[config.mk]
export PLATFORM = sky130hd
export DESIGN_NAME = imem_loader
export DESIGN_NICKNAME = d
export VERILOG_FILES = /design/src/rtl/imem_loader_pkg.sv /design/src/rtl/imem_loader_byte_packer.sv /design/src/rtl/imem_loader.sv
export SDC_FILE = /design/constraint.sdc
export NUM_CORES = 1
export LEC_CHECK = 0
export BUFFER_PORTS_ARGS = -buffer_cell sky130_fd_sc_hd__buf_2
export CAP_MARGIN = 20
export CORE_AREA = 5 5 98 100
export CTS_CLUSTER_DIAMETER = 80
export DETAILED_ROUTE_END_ITERATION = 16
export DIE_AREA = 0 0 103 105
export GPL_ROUTABILITY_DRIVEN = 0
export GPL_TIMING_DRIVEN = 0
export PLACE_DENSITY = 0.72
export REMOVE_ABC_BUFFERS = 1
export SLEW_MARGIN = 20
export SYNTH_ARGS = -nofsm -noshare
export SYNTH_HDL_FRONTEND = slang
export SYNTH_HIERARCHICAL = 1
export SYNTH_SLANG_ARGS = --single-unit
export TNS_END_PERCENT = 30
[constraint.sdc]
create_clock -name clk -period 2.2 [get_ports clk]
set_input_delay 0.44 -clock clk [delete_from_list [all_inputs] [get_ports clk]]
set_output_delay 0.44 -clock clk [all_outputs]
set_load 0.01 [all_outputs]
[src/rtl/imem_loader_pkg.sv]
// imem_loader shared types: FSM states, word geometry, word-count rule.
// IMEM_LOADER_CHECKSUM_EN adds the CHECK state.
package imem_loader_pkg;

  typedef enum logic [2:0] {
    S_IDLE,
    S_COUNT,
    S_LOAD,
    S_WRITE,
`ifdef IMEM_LOADER_CHECKSUM_EN
    S_CHECK,
`endif
    S_RUN,
    S_ERROR
  } state_t;

  localparam int BYTES_PER_WORD = 4;

  // A count byte of this value means "fill the whole memory".
  localparam logic [7:0] N_ALL_WORDS = 8'd0;

  function automatic logic [8:0] word_count(
    input logic [7:0] n,
    input int         depth
  );
    return (n == N_ALL_WORDS) ? 9'(depth) : {1'b0, n};
  endfunction

endpackage

[src/rtl/imem_loader_byte_packer.sv]
// byte_packer: inserts bytes little-endian into a 32-bit word.
// Ports: clr/load control, din byte in; word out, word_full on 4th byte.
module byte_packer
  import imem_loader_pkg::*;
(
  input  logic        clk,
  input  logic        reset,
  input  logic        clr,
  input  logic        load,
  input  logic [7:0]  din,
  output logic [31:0] word,
  output logic        word_full
);

  logic [1:0] cnt;

  // High in the cycle the last lane is being filled.
  assign word_full = load && (cnt == 2'(BYTES_PER_WORD - 1));

  always_ff @(posedge clk) begin
    if (reset) begin
      word <= '0;
      cnt  <= '0;
    end else if (clr) begin
      cnt <= '0;
    end else if (load) begin
      word[{cnt, 3'b000} +: 8] <= din;
      cnt <= cnt + 2'd1;
    end
  end

endmodule

[src/rtl/imem_loader.sv]
// imem_loader: streams a boot image into imem and gates CPU reset.
// Ports: start/in_* byte stream, cpu_pc in; imem_*, cpu_reset, busy, err out.
// Build option: IMEM_LOADER_CHECKSUM_EN adds a trailing XOR check byte.
module imem_loader
  import imem_loader_pkg::*;
#(
  parameter int DEPTH  = 8,
  parameter int ADDR_W = 32
) (
  input  logic              clk,
  input  logic              reset,
  input  logic              start,
  input  logic [7:0]        in_data,
  input  logic              in_valid,
  output logic              in_ready,
  input  logic [ADDR_W-1:0] cpu_pc,
  output logic [ADDR_W-1:0] imem_addr,
  output logic              imem_we,
  output logic [31:0]       imem_wdata,
  output logic              cpu_reset,
  output logic              busy,
  output logic              err
);

`ifdef IMEM_LOADER_CHECKSUM_EN
  localparam state_t S_DONE = S_CHECK;
`else
  localparam state_t S_DONE = S_RUN;
`endif

  state_t     state, state_n;
  logic [8:0] idx, n_words, n_req;
  logic       accept, full, last_word;
  logic       rdy_n, chk_n;

  assign accept    = in_valid && in_ready;
  assign n_req     = word_count(in_data, DEPTH);
  assign last_word = (idx + 9'd1) == n_words;
  assign imem_addr = (state == S_RUN) ? cpu_pc : ADDR_W'(idx);

`ifdef IMEM_LOADER_CHECKSUM_EN
  logic [7:0] csum;

  always_ff @(posedge clk) begin
    if (reset || state == S_COUNT)
      csum <= '0;
    else if (state == S_LOAD && accept)
      csum <= csum ^ in_data;
  end

  assign chk_n = (state_n == S_CHECK);
`else
  assign chk_n = 1'b0;
`endif

  byte_packer u_pack (
    .clk       (clk),
    .reset     (reset),
    .clr       (state == S_COUNT),
    .load      ((state == S_LOAD) && accept),
    .din       (in_data),
    .word      (imem_wdata),
    .word_full (full)
  );

  always_comb begin
    state_n = state;
    unique case (state)
      S_IDLE:
        if (start) state_n = S_COUNT;
      S_COUNT:
        if (accept)
          state_n = (n_req > 9'(DEPTH)) ? S_ERROR : S_LOAD;
      S_LOAD:
        if (full) state_n = S_WRITE;
      S_WRITE:
        state_n = last_word ? S_DONE : S_LOAD;
`ifdef IMEM_LOADER_CHECKSUM_EN
      S_CHECK:
        if (accept)
          state_n = (in_data == csum) ? S_RUN : S_ERROR;
`endif
      S_RUN, S_ERROR:
        if (start) state_n = S_COUNT;
      default:
        state_n = S_IDLE;
    endcase
  end

  assign rdy_n = (state_n == S_COUNT) || (state_n == S_LOAD) || chk_n;

  // Outputs are decoded from the next state so they line up with it.
  always_ff @(posedge clk) begin
    if (reset) begin
      state     <= S_IDLE;
      idx       <= '0;
      n_words   <= '0;
      in_ready  <= 1'b0;
      imem_we   <= 1'b0;
      cpu_reset <= 1'b1;
      busy      <= 1'b0;
      err       <= 1'b0;
    end else begin
      state <= state_n;
      if (state_n == S_COUNT)
        idx <= '0;
      else if (state == S_WRITE)
        idx <= idx + 9'd1;
      if (state == S_COUNT && accept)
        n_words <= n_req;
      in_ready  <= rdy_n;
      imem_we   <= (state_n == S_WRITE);
      cpu_reset <= (state_n != S_RUN);
      busy      <= rdy_n || (state_n == S_WRITE);
      err       <= (state_n == S_ERROR);
    end
  end

endmodule

==> impl_metrics.tcl, run 1 <==
set metrics [dict create \
    ctsHoldBuffers 0 \
    p_leak_uw 0.00176 \
    slew_viol_final 0 \
    ys.flop_type "dfxtp_1" \
    crit_slowest_cell "dfxtp_2" \
    fin_nets 490 \
    vias 2815 \
    synth_edf_count 0 \
    worst_r2r_path_depth 5 \
    cts_buffer_depth 2 \
    worstMarginPinSlew_ns 0.794 \
    grt_overflow_total 0 \
    dpl_cell_area_um2 3550 \
    grt_max_degree 36 \
    synth_cells 327 \
    ctsRootBufferMaster "clkbuf_8" \
    hold_violations 0 \
    num_antenna_cells 0 \
    tns_ns 0 \
    mostFrequentLayoutCells "112 x buf_2, 52 x dfxtp_1, 31 x nand2_1" \
    drive_gt1_share_pct 37.5 \
    rows 34 \
    synth_top_family_by_area "simple AND/OR/NAND/NOR gates" \
    final_common_cell "buf_2" \
    hold_slack_ns 0.408 \
    power.density_nw_per_um2 626 \
    track_usage_pct 14.3 \
    cpPeakStageDelay_ns 0.43 \
    core_um2 8590 \
    dp_hpwl_mm 5.90 \
    cts_tree "built" \
    grt_pass1_wl_mm 12.6 \
    dp_worst_setup_slack_ns -0.630 \
    syn-cell-area_um2 2930 \
    cts.sinks 59 \
    hold_class "primary input to flip-flop" \
    max-slew-margin-rel_pct 47.1 \
    period_share_pct 95.0 \
    skew_ns 0.00816 \
    fp.dieH_um 105 \
    fillCellCount 825 \
    total_power_uw 2460 \
    ys_async_sr_fraction_pct 0 \
    path_class "flip-flop to primary output" \
    cts_inserted_buffers 9 \
    min_period_ns 2.09 \
    start_util_pct 34.1 \
    reg2reg_to "u_pack/word[19]" \
    ir_drop_uv 367 \
    crit_path_start "state[2]" \
    synth-xor-area-share_pct 5.68 \
    port_buffers 112 \
    ant_nets 0 \
    path_max_fanout 14 \
    critPathCaptureType "primary output" \
    drcViolationCount 0 \
    drv_cap 0 \
    die_x_um 103 \
    antenna_found_initial 0 \
    syn_avg_cell_area_um2 8.95 \
    worst_ep_arrival_time_ns 1.65 \
    r2r-start "u_pack/cnt[0]" \
    endpoint "imem_addr[2]" \
    detail_route.wl_per_cell_um 14.5 \
    wl_mm 8.00 \
    design_area_um2 3930 \
    reg2reg_slack_ns 0.14 \
    clkTransAtPathRegs_ns 0.07 \
    yosys.area_share.simple_pct 27.4 \
    synth_fa_ha_area_share_pct 2.56 \
    ys.warnings.count 6 \
    h-tree-depth 3 \
    ys_seq_area_share_pct 40.3 \
    start_kind "flip-flop" \
    seq_area_um2 1190 \
    io_pins 113 \
    grt_pass1_vias 2663 \
    synth_compound_area_share_pct 15.1 \
    clk_latency_ns 0.33 \
    multiInputGateArea_um2 1730 \
    fin_ws_ns 0.109 \
    fmax_mhz 478 \
    yosysUniqueCellTypes 51 \
    drt_iter0_markers 111 \
    dieArea_um2 10800 \
    firstDrtPassIters 4 \
    viasPerCell 5.09 \
    status "finished, final reports clean" \
    synthMuxAreaShare_pct 5.09 \
    synth_seq_cells 59 \
    synthToLayoutAreaGrowth_pct 34.2 \
    setup_viol 0 \
    cp.required_ns 1.76 \
    worstPathCellList "nor3b_4 -> buf_12 -> mux2_2 -> buf_2" \
]
## worst min-delay path by stage
stage,startpoint,cells after the start,slack [ns],end
finish,in_valid,3,0.41,state[1]
global route,in_valid,3,0.40,state[1]
CTS,in_valid,3,0.38,state[1]
detailed placement,u_pack/word[7],2,0.45,u_pack/word[7]
global placement,u_pack/word[1],2,0.44,u_pack/word[1]
floorplan,u_pack/word[29],2,0.47,u_pack/word[29]
## power by group
group,internal (uW),switching [uW]
Combinational,64.1,87.5
Clock,762,459
Sequential,1080,12.3
## synth_stat cells (5+ instances only)
cell type | number | area, um^2
a21oi_1 | 26 | 130
a22o_1 | 16 | 140
and2_1 | 26 | 163
clkbuf_1 | 8 | 30.0
dfxtp_1 | 59 | 1180
ha_1 | 6 | 75.1
inv_1 | 8 | 30.0
mux2_2 | 7 | 78.8
mux2i_1 | 7 | 70.1
nand2_1 | 31 | 116
nand3_1 | 21 | 105
nor2_1 | 30 | 113
nor3_1 | 7 | 35.0
o21ai_0 | 5 | 25.0
xnor2_1 | 10 | 87.6
xor2_1 | 9 | 78.8
## cell type report
cell class,instances,area share [%]
tap,108,3.44
sequential,59,30.4
timing repair buffer,115,15.1
clock inverter,7,3.15
inverter,8,0.764
multi-input combinational,247,44.0
clock buffer,9,3.15
## routing by layer
layer  part of all wire [%]  wire length [um]  vias to the layer above  global-route usage [%]
li1                       -                 -                     1386                       -
met1                     41              3260                     1281                    17.8
met2                     46              3650                      141                    23.3
met3                     13              1050                        7                    5.73
met4                   0.49                39                        0                    3.15
met5                      0                 0                        -                       0
## kinds of logic after synthesis
group,after synthesis
adders and majority gates,6
muxes,14
AOI/OAI and AO/OA,63
DFF,59
and+or+nand+nor,144
buffers and inverters,22
xor gates and xnor gates,19
## critical path: cells and delay by family, from the launching register on
kind,cells,cell delay (ns)
flops,1,0.43
mux,1,0.34
buf+inv,2,0.30
simple gates,1,0.25
## stage by stage
step	cells	util, %
6_report	553	45.7
5_1_grt	553	45.7
4_1_cts	552	45.2
3_5_place_dp	533	41.3
3_3_place_gp	533	41.2
2_1_floorplan	313	-
## state kept, by name (all words and copies together) (netlist names)
name	cells
cpu_reset	1
busy	1
state	3
u_pack/cnt	2
n_words	8
idx	9
u_pack/word	32
imem_we	1
err	1
in_ready	1
## repair_timing
item                                    4_1_cts  5_1_grt
buffers inserted                              2        0
gates resized for setup                      11       10
endpoints found under the setup margin       76       27
pin swaps                                     1        2
cloned                                        1        0
No activity file was read; power rests on OpenSTA's default activity.
==> run 2: changes to the inputs <==
--- a/config.mk
+++ b/config.mk
@@ -7,10 +7,10 @@
 export LEC_CHECK = 0
 export BUFFER_PORTS_ARGS = -buffer_cell sky130_fd_sc_hd__buf_2
 export CAP_MARGIN = 20
-export CORE_AREA = 5 5 98 100
+export CORE_AREA = 5 5 89 108
 export CTS_CLUSTER_DIAMETER = 80
 export DETAILED_ROUTE_END_ITERATION = 16
-export DIE_AREA = 0 0 103 105
+export DIE_AREA = 0 0 94 113
 export GPL_ROUTABILITY_DRIVEN = 0
 export GPL_TIMING_DRIVEN = 0
 export PLACE_DENSITY = 0.72
@@ -18,6 +18,5 @@
 export SLEW_MARGIN = 20
 export SYNTH_ARGS = -nofsm -noshare
 export SYNTH_HDL_FRONTEND = slang
-export SYNTH_HIERARCHICAL = 1
 export SYNTH_SLANG_ARGS = --single-unit
 export TNS_END_PERCENT = 30
==> impl_metrics.tcl, run 2 <==
set metrics [dict create \
    status "finished, final reports clean" \
    path_buf_inv 0 \
    synth_cells 348 \
    clkTransAtPathRegs_ns 0.07 \
    synth_top_area_share_pct 41.1 \
    skew_ns 0.0114 \
    total_power_uw 2260 \
    start_kind "flip-flop" \
    cpPeakStageDelay_ns 0.60 \
    grt_overflow_total 0 \
    firstDrtPassIters 5 \
    internal_power_uw 1680 \
    placed_cells 557 \
    io_pins 113 \
    cts_inserted_buffers 9 \
    reg.largest.list "u_pack.word (32), idx (9), n_words (8)" \
    core_um2 8430 \
    path_class "flip-flop to flip-flop" \
    drv_cap 0 \
    critPathCaptureType "flip-flop" \
    wl_mm 8.30 \
    h-tree-depth 3 \
    period_share_pct 96.8 \
    design_area_um2 3780 \
    path_max_fanout 11 \
    ctsHoldBuffers 0 \
    fin_nets 505 \
    seqPwrFrac_pct 48.3 \
    synthToLayoutAreaGrowth_pct 31.5 \
    syn-cell-area_um2 2880 \
    drive_gt1_share_pct 33.5 \
    regMostFlops "u_pack.word" \
    worstMarginPinSlew_ns 0.805 \
    crit_family "simple AND/OR/NAND/NOR gates" \
    port_buffers 112 \
    rows 37 \
    mostFrequentLayoutCells "112 x buf_2, 57 x dfxtp_1, 46 x nand2_1" \
    p_leak_uw 0.00161 \
    hold_class "primary input to flip-flop" \
    syn_avg_cell_area_um2 8.27 \
    dp_hpwl_mm 5.93 \
    hold_violations 0 \
    clockPowerShare_pct 44.8 \
    cts.sinks 59 \
    num_antenna_cells 0 \
    viasPerCell 4.98 \
    rsz0062_at_grt "true" \
    cts_buffer_depth 2 \
    switching_share_pct 25.7 \
    worstPathCellList "nor3b_2 -> and3_2 -> a21oi_1 -> a21o_1 -> nand3b_1" \
    yosys-top-cells-count "59 x dfxtp_1, 46 x nand2_1, 38 x a21oi_1, 35 x nand3_1, 29 x nor2_1" \
    start_util_pct 34.1 \
    drcViolationCount 0 \
    max-slew-margin-rel_pct 46.4 \
    layout.cells.non_filler 577 \
    crit_slowest_cell "dfxtp_1" \
    ys.warnings.count 0 \
    grt_max_degree 48 \
    drt_iter0_markers 138 \
    track_usage_pct 15.4 \
    ctsRootBufferMaster "clkbuf_8" \
    ant_nets 0 \
    yosysUniqueCellTypes 36 \
    largest_register_ffs 32 \
    synth_edf_count 0 \
    min_period_ns 2.13 \
    worst_ep_arrival_time_ns 2.35 \
    synth_seq_cells 59 \
    dpl_cell_area_um2 3500 \
    setup_viol 0 \
    p_sw_uw 580 \
    ys_async_sr_fraction_pct 0 \
    ys_seq_area_share_pct 41.1 \
    ys.flop_type "dfxtp_1" \
    fmax_mhz 470 \
    dieArea_um2 10600 \
    grt_pass1_vias 2703 \
    power.density_nw_per_um2 596 \
    cp.required_ns 2.42 \
    final_common_cell "buf_2" \
    ir_drop_uv 415 \
    cts_tree "built" \
    detail_route.wl_per_cell_um 14.4 \
    clk_latency_ns 0.34 \
    antenna_found_initial 0 \
    p_comb_share_pct 6.9 \
    die_x_um 94 \
    synth_most_common_cell "dfxtp_1" \
    slew_viol_final 0 \
    synth_area_leaders "dfxtp_1 41%, a21oi_1 6.6%, and2_1 6.1%" \
    grt_pass1_wl_mm 13.0 \
    vias 2872 \
    yosys.area.top_type "dfxtp_1" \
    fp.dieH_um 113 \
]
run 2: changes by cell type after synthesis, moves of 3 or more:
cell and delta:
a22o_1 -16, nand2_1 +15, nand3_1 +14, a21oi_1 +12, clkbuf_1 +9, nor3b_1 +6, inv_1 -5, nor2b_1 +4
o21ai_0 -3, xor2_1 -3
run 2: path summary, 6_finish.rpt:
path	startpoint	endpoint	slack [ns]	cells past startpoint
min reg2reg	u_pack.word[21]	u_pack.word[21]	0.45	2
max	state[0]	cpu_reset	0.07	5
max reg2reg	state[0]	cpu_reset	0.07	5
min	in_data[3]	u_pack.word[11]	0.43	3
run 2: routing by layer:
layer  GRT usage [%]  vias up  wire, um
met5               0        -         0
met4            5.68        0       104
met3            5.78       12      1030
met2            25.2      153      3830
met1            18.2     1310      3330
li1                -     1397         -
run 2: cells by family (layout without fill, tap and decap cells):
logic type	Yosys count	after routing	share of synthesized area [%]
AO/OA/AOI/OAI	50	50	10.6
adder cells (fa/ha/maj)	6	6	2.61
AND/OR/NAND/NOR	174	175	30.1
flip-flops	59	59	41.1
buffers and inverters	23	134	3.52
XOR/XNOR	18	18	5.48
multiplexers	18	18	6.66
run 2: tightest hold or removal path, stage by stage:
cell and delay, ns:
buf_2 0.15, nand3_1 0.08, a21oi_1 0.06
run 2: cell type report:
cell class / instances / area [um^2]
Multi-Input combinational cell: 267 / 1650
Clock inverter: 7 / 76.3
Tap cell: 117 / 146
Timing Repair Buffer: 115 / 596
Fill cell: 867 / 4640
Sequential cell: 59 / 1180
Clock buffer: 9 / 124
Inverter: 3 / 11.3
run 2: power by group through the flow:
stage / Clock, uW / Sequential, uW / Combinational [uW]
5_1_grt: 1080 / 1090 / 169
6_report: 1010 / 1090 / 155
4_1_cts: 1030 / 1090 / 155
3_3_place_gp: 0 / 1110 / 144
2_1_floorplan: 0 / 1110 / 58.6
3_5_place_dp: 0 / 1110 / 147
run 2: metrics by stage:
step	utilization (%)	TNS [ns]	hold WS [ns]	worst slack, ns
floorplan	-	-0.210	0.470	-0.0272
global placement	41.5	-11.75	0.437	-0.438
detailed placement	41.5	-3.30	0.444	-0.257
CTS	44.6	0	0.417	0.00122
global route	44.9	-0.146	0.419	-0.111
finish	44.9	0	0.427	0.0702
run 2: timing repair:
item                       4_1_cts  5_1_grt
setup endpoints to repair       47       60
resized for setup                6        8
setup buffers                    3        0
pin swaps                        2        0
gates cloned                     1        0
==> run 3: changes to the inputs <==
--- a/config.mk
+++ b/config.mk
@@ -7,16 +7,17 @@
 export LEC_CHECK = 0
 export BUFFER_PORTS_ARGS = -buffer_cell sky130_fd_sc_hd__buf_2
 export CAP_MARGIN = 20
-export CORE_AREA = 5 5 89 108
+export CORE_AREA = 5 5 90 109
 export CTS_CLUSTER_DIAMETER = 80
 export DETAILED_ROUTE_END_ITERATION = 16
-export DIE_AREA = 0 0 94 113
+export DIE_AREA = 0 0 95 114
 export GPL_ROUTABILITY_DRIVEN = 0
 export GPL_TIMING_DRIVEN = 0
-export PLACE_DENSITY = 0.72
+export PLACE_DENSITY = 0.71
 export REMOVE_ABC_BUFFERS = 1
 export SLEW_MARGIN = 20
 export SYNTH_ARGS = -nofsm -noshare
 export SYNTH_HDL_FRONTEND = slang
+export SYNTH_HIERARCHICAL = 1
 export SYNTH_SLANG_ARGS = --single-unit
 export TNS_END_PERCENT = 30
==> impl_metrics.tcl, run 3 (same netlist as run 1, synthesis figures left out) <==
set metrics [dict create \
    path_max_fanout 6 \
    rows 38 \
    drcViolationCount 0 \
    antenna_found_initial 0 \
    clk_latency_ns 0.34 \
    hold_class "primary input to flip-flop" \
    path_class "flip-flop to flip-flop" \
    status "finished, final reports clean" \
    track_usage_pct 16.1 \
    core_um2 8750 \
    worst_ep_arrival_time_ns 2.39 \
    grt_overflow_total 0 \
    worstMarginPinSlew_ns 1.09 \
    p_leak_uw 0.00176 \
    start_kind "flip-flop" \
    die_x_um 95 \
    drt_iter0_markers 140 \
    grt_max_degree 36 \
    clkTransAtPathRegs_ns 0.06 \
    seq_area_um2 1190 \
    synthToLayoutAreaGrowth_pct 33.5 \
    dp_hpwl_mm 6.22 \
    hp-start "in_valid" \
    drv_cap 0 \
    port_buffers 112 \
    ctsRootBufferMaster "clkbuf_8" \
    final_common_cell "buf_2" \
    cts.sinks 59 \
    h-tree-depth 3 \
    detail_route.wl_per_cell_um 15.4 \
    power.density_nw_per_um2 598 \
    setup_viol 0 \
    fp.dieH_um 114 \
    final_util_pct 44.7 \
    ir_drop_uv 423 \
    fillCellCount 904 \
    largest_register_ffs 32 \
    tns_ns 0 \
    max-slew-margin-rel_pct 26.5 \
    viasPerCell 5.03 \
    io_pins 113 \
    worstPathCellList "ha_1 -> nand2_1 -> xor2_1 -> o22ai_2 -> o221ai_2 -> o41ai_1 -> a21oi_1" \
    dieArea_um2 10800 \
    r2r-start "idx[0]" \
    fmax_mhz 459 \
    multiInputGateArea_um2 1720 \
    cp.required_ns 2.41 \
    period_share_pct 99.1 \
    cts_buffer_depth 2 \
    num_antenna_cells 0 \
    critPathCaptureType "flip-flop" \
    ant_nets 0 \
    cts_inserted_buffers 9 \
    crit_family "compound AO/OA/AOI/OAI gates" \
    drive_gt1_share_pct 36.0 \
    path_buf_inv 0 \
    fin_nets 492 \
    start_util_pct 33.5 \
    fin_ws_ns 0.0195 \
    total_power_uw 2340 \
    wl_mm 8.70 \
    firstDrtPassIters 4 \
    mostFrequentLayoutCells "112 x buf_2, 55 x dfxtp_1, 31 x nand2_1" \
    hold_violations 0 \
    grt_pass1_wl_mm 13.5 \
    cts_tree "built" \
    min_period_ns 2.18 \
    cpPeakStageDelay_ns 0.44 \
    reg.largest.list "u_pack/word (32), idx (9), n_words (8)" \
    skew_ns 0.00802 \
    grt_pass1_vias 2730 \
    ctsHoldBuffers 0 \
    regMostFlops "u_pack/word" \
    vias 2840 \
    slew_viol_final 0 \
    rsz0062_at_grt "true" \
    crit_slowest_cell "dfxtp_1" \
    dp_worst_setup_slack_ns -0.562 \
    crit_path_start "idx[0]" \
]
run 3: cell count changes in the layout (fill, tap and decap cells not counted), sizes merged, moves of 12 or more:
cell | previous run | this run
a22o | 0 | 16
nand2 | 46 | 31
nand3 | 35 | 22
a21oi | 38 | 26
run 3: power breakdown:
| group | switching, uW | total, uW | leakage (uW) | internal, uW |
|---|---|---|---|---|
| clock network | 403 | 1090 | 0.000109 | 688 |
| logic | 93.0 | 157 | 0.00117 | 63.7 |
| registers | 13.0 | 1090 | 0.000478 | 1080 |
run 3: stage by stage:
step                      hold slack, ns  cells  cell area (um^2)
after floorplan                    0.470    313              2850
after global placement             0.439    545              3560
after detailed placement           0.447    545              3560
after CTS                          0.400    563              3870
after global routing               0.428    565              3910
final                              0.427    565              3910
run 3: path summary, 6_finish.rpt:
path / slack (ns) / end / cells after the start
worst min register to register: 0.45 / u_pack/word[25] / 2
worst max-delay path: 0.02 / in_ready / 7
worst max register to register: 0.02 / in_ready / 7
worst min-delay path: 0.43 / state[1] / 3
run 3: per-layer routing:
layer / GRT usage, % / vias up / part of all wire [%]
met5: 0 / - / 0
met4: 6.45 / 0 / 2.1
met3: 3.56 / 16 / 8.9
met2: 28.5 / 121 / 49
met1: 18.4 / 1317 / 40
li1: - / 1386 / -
run 3: layout make-up:
class,instances,share of cell area [%]
flip-flops and latches,59,30.4
clock inverters,2,1.54
multi-input cells,247,43.9
repair buffers,117,15.6
well taps,120,3.84
inverters,8,0.768
clock buffers,12,3.97
run 3: what timing repair did:
| action | in CTS | in global routing |
|---|---|---|
| gates cloned | 1 | 0 |
| gates resized for setup | 10 | 5 |
| pin swaps | 1 | 1 |
| endpoints found under the setup margin | 78 | 29 |
| buffers inserted | 3 | 2 |
run 3: worst min-delay path, stage by stage:
cell and delay (ns):
buf_2 0.13, nand4_1 0.08, a21oi_1 0.06
